**config.mk**
```make
export PLATFORM = sky130hd
export DESIGN_NAME = zjh_vote_ctrl
export DESIGN_NICKNAME = d
export VERILOG_FILES = /design/src/rtl/zjh_vote_pkg.sv /design/src/rtl/zjh_popcnt.sv /design/src/rtl/zjh_vote_ctrl.sv
export SDC_FILE = /design/constraint.sdc
export NUM_CORES = 1
export LEC_CHECK = 0
export BUFFER_PORTS_ARGS = -buffer_cell sky130_fd_sc_hd__buf_2
export CAP_MARGIN = 10
export CORE_AREA = 5 5 52 54
export CTS_CLUSTER_SIZE = 40
export DETAILED_ROUTE_END_ITERATION = 8
export DIE_AREA = 0 0 57 59
export PLACE_DENSITY = 0.72
export SLEW_MARGIN = 40
export SYNTH_ARGS = -nofsm -noshare
export SYNTH_HDL_FRONTEND = slang
export SYNTH_SLANG_ARGS = --single-unit
```
**constraint.sdc**
```tcl
create_clock -name clk -period 3.3 [get_ports clk]
set_input_delay 0 -clock clk [delete_from_list [all_inputs] [get_ports clk]]
set_output_delay 0 -clock clk [all_outputs]
set_load 0.02 [all_outputs]
```
**src/rtl/zjh_vote_pkg.sv**
```systemverilog
// Shared types and helpers for the N-voter voting controller.
// The ZJH_VOTE_VETO_EN build option is handled in zjh_vote_ctrl.
package zjh_vote_pkg;

    typedef enum logic [1:0] {
        ST_IDLE = 2'd0,
        ST_OPEN = 2'd1,
        ST_DONE = 2'd2
    } state_t;

    // Bits needed to hold any value 0..n, never less than one bit.
    function automatic int cnt_width(input int n);
        return (n < 1) ? 1 : $clog2(n + 1);
    endfunction

endpackage

```
**src/rtl/zjh_popcnt.sv**
```systemverilog
// Combinational population count of a W-bit vector.
module zjh_popcnt
    import zjh_vote_pkg::*;
#(
    parameter  int W  = 5,
    localparam int CW = cnt_width(W)
) (
    input  logic [W-1:0]  bits,
    output logic [CW-1:0] cnt
);

    always_comb begin
        cnt = '0;
        for (int i = 0; i < W; i++) begin
            cnt = cnt + CW'(bits[i]);
        end
    end

endmodule

```
**src/rtl/zjh_vote_ctrl.sv**
```systemverilog
// N-voter voting controller: opens a session, tallies first votes, closes on command,
// full turnout or timeout, and registers a threshold decision. Optional veto: ZJH_VOTE_VETO_EN.
module zjh_vote_ctrl
    import zjh_vote_pkg::*;
#(
    parameter  int N_VOTER = 5,
    parameter  int THRESH  = (N_VOTER / 2) + 1,
    parameter  int TIMEOUT = 0,
    localparam int CW      = cnt_width(N_VOTER)
) (
    input  logic               clk,
    input  logic               rst_n,
    input  logic               start,
    input  logic               close,
    input  logic [N_VOTER-1:0] vote_vld,
    input  logic [N_VOTER-1:0] vote_yes,
    output logic               busy,
    output logic               done,
    output logic               pass,
    output logic [CW-1:0]      yes_cnt,
    output logic [CW-1:0]      no_cnt,
    output logic [N_VOTER-1:0] voted
`ifdef ZJH_VOTE_VETO_EN
    ,
    input  logic               veto,
    output logic               vetoed
`endif
);

    localparam int                 TW         = cnt_width(TIMEOUT);
    localparam logic [TW-1:0]      TIMER_LAST = TW'((TIMEOUT > 0) ? TIMEOUT - 1 : 0);
    localparam logic [CW-1:0]      THRESH_C   = CW'(THRESH);
    localparam logic [N_VOTER-1:0] ALL_VOTED  = '1;

    generate
        if (N_VOTER < 2 || N_VOTER > 16) begin : g_bad_n_voter
            $error("zjh_vote_ctrl: N_VOTER must be within 2..16");
        end
        if (THRESH < 1 || THRESH > N_VOTER) begin : g_bad_thresh
            $error("zjh_vote_ctrl: THRESH must be within 1..N_VOTER");
        end
    endgenerate

    state_t              state;
    state_t              state_nxt;
    logic [TW-1:0]       timer;
    logic                in_open;
    logic                open_now;
    logic                close_now;
    logic                all_voted;
    logic                timeout_hit;
    logic                veto_final;
    logic [N_VOTER-1:0]  accept;
    logic [N_VOTER-1:0]  yes_mask;
    logic [N_VOTER-1:0]  no_mask;
    logic [CW-1:0]       yes_add;
    logic [CW-1:0]       no_add;
    logic [CW-1:0]       yes_total;
    logic [CW-1:0]       no_total;

    // Strobe semantics: start is a level sampled on each rising edge and acts only in IDLE/DONE;
    // close acts only in OPEN; vote_vld[i] offers one vote per edge with its value on vote_yes[i]
    // and is taken only while OPEN and voter i has not voted yet (no back-pressure, first vote wins).
    assign in_open   = (state == ST_OPEN);
    assign open_now  = start && ((state == ST_IDLE) || (state == ST_DONE));
    assign accept    = in_open ? (vote_vld & ~voted) : '0;
    assign yes_mask  = accept & vote_yes;
    assign no_mask   = accept & ~vote_yes;

    zjh_popcnt #(.W(N_VOTER)) u_pop_yes (
        .bits (yes_mask),
        .cnt  (yes_add)
    );

    zjh_popcnt #(.W(N_VOTER)) u_pop_no (
        .bits (no_mask),
        .cnt  (no_add)
    );

    // Tallies cannot exceed N_VOTER, so CW bits always suffice.
    assign yes_total   = yes_cnt + yes_add;
    assign no_total    = no_cnt + no_add;
    assign all_voted   = ((voted | accept) == ALL_VOTED);
    assign timeout_hit = (TIMEOUT > 0) && (timer == TIMER_LAST);
    assign close_now   = in_open && (close || all_voted || timeout_hit);
    assign busy        = in_open;

`ifdef ZJH_VOTE_VETO_EN
    logic veto_now;

    assign veto_now   = in_open && veto;
    assign veto_final = vetoed || veto_now;

    always_ff @(posedge clk or negedge rst_n) begin
        if (!rst_n) begin
            vetoed <= 1'b0;
        end else if (open_now) begin
            vetoed <= 1'b0;
        end else if (veto_now) begin
            vetoed <= 1'b1;
        end
    end
`else
    assign veto_final = 1'b0;
`endif

    always_ff @(posedge clk or negedge rst_n) begin
        if (!rst_n) begin
            state <= ST_IDLE;
        end else begin
            state <= state_nxt;
        end
    end

    always_comb begin
        state_nxt = state;
        case (state)
            ST_IDLE: if (start)     state_nxt = ST_OPEN;
            ST_OPEN: if (close_now) state_nxt = ST_DONE;
            ST_DONE: if (start)     state_nxt = ST_OPEN;
            default:                state_nxt = ST_IDLE;
        endcase
    end

    // Session datapath: cleared on entry to OPEN, frozen outside OPEN.
    always_ff @(posedge clk or negedge rst_n) begin
        if (!rst_n) begin
            done    <= 1'b0;
            pass    <= 1'b0;
            yes_cnt <= '0;
            no_cnt  <= '0;
            voted   <= '0;
            timer   <= '0;
        end else begin
            done <= close_now;
            if (open_now) begin
                pass    <= 1'b0;
                yes_cnt <= '0;
                no_cnt  <= '0;
                voted   <= '0;
                timer   <= '0;
            end else if (in_open) begin
                yes_cnt <= yes_total;
                no_cnt  <= no_total;
                voted   <= voted | accept;
                timer   <= timer + TW'(1);
                if (close_now) begin
                    pass <= (yes_total >= THRESH_C) && !veto_final;
                end
            end
        end
    end

endmodule

```
==> flow_summary_export.csv <==
group,metric,value,unit
hold_path,hp-class,"input pin to flip-flop",
global_route,antenna_found_initial,0,
yosys,synth_area_leader_cell,"dfrtp_1",
finish,area_growth_syn_to_layout,28.9,%
sta,timing.setup.tns,0,ns
global_route,grt_usage,13.1,%
yosys,yosysWarnings,0,
critical_path,crit_type,"flip-flop to flip-flop",
yosys,synthArstFlopShare,100,%
floorplan,die_x,57,µm
detailed_routing,num_vias,769,
floorplan,die_area,0.00336,mm²
critical_path,arrival,3.33,ns
yosys,synth.most_common_cell,"dfrtp_1",
yosys,ys_types,29,
pwr,power,0.000746,W
detailed_routing,avgRoutedWirePerCell,13.4,µm
clock_tree,clock_latency,0.28,ns
yosys,synth.avg_cell_area,10.5,µm²
critical_path,slowest_delay,0.50,ns
critical_path,crit_path_top_delay_cell,"fa_1",
clock_tree,ctsHtreeMaxLevel,1,
clock_tree,cts_tree,"built",
detailed_routing,routed_wl,2.06,mm
sta,holdWs,0.0125,ns
sta,fin_worst_skew,0.0101,ns
global_route,grt_max_degree,16,
critical_path,critPathMaxFanout,7,
global_route,grt_overflow,0,
flow_run,cap_violations,0,
sta,clock.fmax,0.316,GHz
yosys,synthFlopType,"dfrtp_1",
critical_path,r2r_slack,0.14,ns
sta,tightest_slew,0.390,ns
detailed_routing,drc,0,
yosys,synth-compound-area-share,16.5,%
placed_design,port_buffers,27,
floorplan,initial_core_util,43.4,%
sta,hold_violations,0,
sta,timing.final.crit_share,95.9,%
yosys,synthMuxAreaShare,0,%
floorplan,die_h,59,µm
detailed_routing,first_iter_violations,17,
run_status,status,"finished clean",
yosys,yosysSeqAreaShare,39.9,%
yosys,synth_nets,114,
yosys,ys_seq_elements,15,
critical_path,end_kind,"flip-flop",
pwr,ir_drop,300,µV
sta,maxSlewViolCount,0,
pwr,p_leak,0.610,nW
detailed_routing,viasPerCell,4.99,
critical_path,rr_worst_depth,13,
floorplan,rows,17,
critical_path,critical_path_required,3.47,ns
clock_tree,numCtsBuffers,3,
yosys,synth_common_cells,"dfrtp_1, nand2_1, nor2_1",
critical_path,cp-start-kind,"flip-flop",
pwr,power.density,615,mW/mm²
critical_path,worstReg2RegEnd,"pass",
yosys,synth_adder_area_share,18.1,%
clock_tree,cts.path.max_buffers,2,
global_route,grt_pass1_vias,768,
hold_path,holdPathStages,3,
clock_tree,cts.sink_count,15,
yosys,netlist_area,941,µm²
yosys,synth.top_cell.area_share,39.9,%
detailed_routing,ant_nets,0,
yosys,synth-simple-area-share,17.3,%
detailed_routing,dr.pass1.iters,4,
placed_design,hpwl,1.60,mm
yosys,synth_top_family_by_area,"adder cells",
sta,worst_slack,0.137,ns
placed_design,gp_congestion,0.856,
global_route,grt_pass1_wl,3.37,mm
critical_path,crit_start,"state[1]",
critical_path,r2r_start,"state[1]",
clock_tree,path_clk_slew,0.10,ns
finish,drive_above_1_share,36.5,%
sta,setup_viol,0,
finish,num_antenna_cells,0,
placed_design,place_ws,0.0395,ns
critical_path,cpMostUsedCell,"fa_2",
sta,post-route-min-period,3.16,ns
floorplan,core,0.00217,mm²
critical_path,path_cells,"nand2b_4, clkinv_4, nand2_1, nor3b_2, ha_1, fa_1, inv_1, fa_2, fa_2, xnor2_2, xnor2_1, o2111ai_1, o211a_1",
floorplan,io_pins,28,
critical_path,crit_path_end,"pass",
finish,fin_nets,151,
sta,relSlewSlack,73.8,%
yosys,netlist_instances,90,
yosys,synth-edff-count,0,
clock_tree,clock-root-buffer,"clkbuf_4",
yosys,synthXorXnorAreaFrac,3.72,%
yosys,synth.area.top_cells,"dfrtp_1, fa_1, ha_1, nand2_1, nor2_1",
-- per-stage QoR --
stage                     instances  utilization (%)  instance area, µm²
after floorplan                  90                -                 961
after CTS                       151             54.3                1180
after detailed placement        144             51.7                1120
final                           154             55.9                1210
after global placement          144             51.7                1120
after global routing            154             55.9                1210
-- cell type report --
| type | count | area (µm²) |
|---|---|---|
| Inverter | 8 | 35.0 |
| Tap cell | 28 | 35.0 |
| Sequential cell | 15 | 375 |
| Timing Repair Buffer | 34 | 195 |
| Multi-Input combinational cell | 65 | 546 |
| Fill cell | 216 | 957 |
| Clock buffer | 4 | 26.3 |
-- state kept, by name, summed over array words and instances, names as in the netlist --
register  flops
state         2
yes_cnt       3
pass          1
voted         5
no_cnt        3
done          1
-- layer usage --
metal	vias up	global-route usage, %	part of all wire [%]
li1	376	-	-
met1	377	16.2	42
met2	14	23.0	53
met3	2	2.61	3.8
met4	0	3.97	0.78
met5	-	0	0
-- worst max-delay path: cells and delay by family, from the launching register on --
kind                     cells  cell delay (ns)
flip-flops                   1             0.39
XOR/XNOR                     2             0.34
AO/OA/AOI/OAI                2             0.27
buffers and inverters        2             0.13
adder cells (fa/ha/maj)      4             1.50
AND/OR/NAND/NOR              3             0.44
-- power breakdown --
part / switching (W) / internal, W / leakage [nW]
logic: 0.000213 / 0.000145 / 0.398
registers: 0.0000515 / 0.000231 / 0.197
clock network: 0.0000584 / 0.0000468 / 0.0150
total: 0.000323 / 0.000423 / 0.610
-- worst min path at each step --
stage / from / to / slack, ns
after floorplan: rst_n / done / -0.30
after global placement: rst_n / pass / -0.07
after detailed placement: rst_n / pass / -0.07
after CTS: vote_vld[3] / voted[3] / 0.006
after global routing: vote_vld[3] / voted[3] / 0.01
final: vote_vld[3] / voted[3] / 0.01
-- layout by cell type, fill, tap and decap left out --
master	count
buf_2	27
dfrtp_1	15
nand2_1	11
nor2_1	10
inv_1	7
nor3_1	5
o21ai_0	4
fa_1	4
ha_1	4
buf_4	4
clkbuf_4	3
dlygate4sd3_1	3
nor3b_2	2
a21oi_2	2
a21oi_1	2
xor2_1	2
fa_2	2
nand2b_4	1
clkinv_4	1
nor3b_1	1
a21oi_4	1
o22a_1	1
o21ai_1	1
o41ai_4	1
and2_4	1
and2b_1	1
a21o_1	1
nand2b_1	1
xnor2_2	1
xnor2_1	1
o2111ai_1	1
o211a_1	1
o211ai_1	1
o31ai_1	1
a22o_1	1
clkbuf_1	1
-- cell families after synthesis --
| family | count (synthesis) |
|---|---|
| flip-flops | 15 |
| AO/OA/AOI/OAI | 18 |
| adder cells (fa/ha/maj) | 10 |
| AND/OR/NAND/NOR | 33 |
| XOR/XNOR | 4 |
| buffers and inverters | 10 |
-- timing repair --
item | 4_1_cts | 5_1_grt
setup buffers | 0 | 3
endpoints found under the hold margin | 17 | 0
hold buffers | 3 | 0
endpoints found under the setup margin | 0 | 2
gates resized for setup | 0 | 3
No activity file was read; power rests on OpenSTA's default activity.
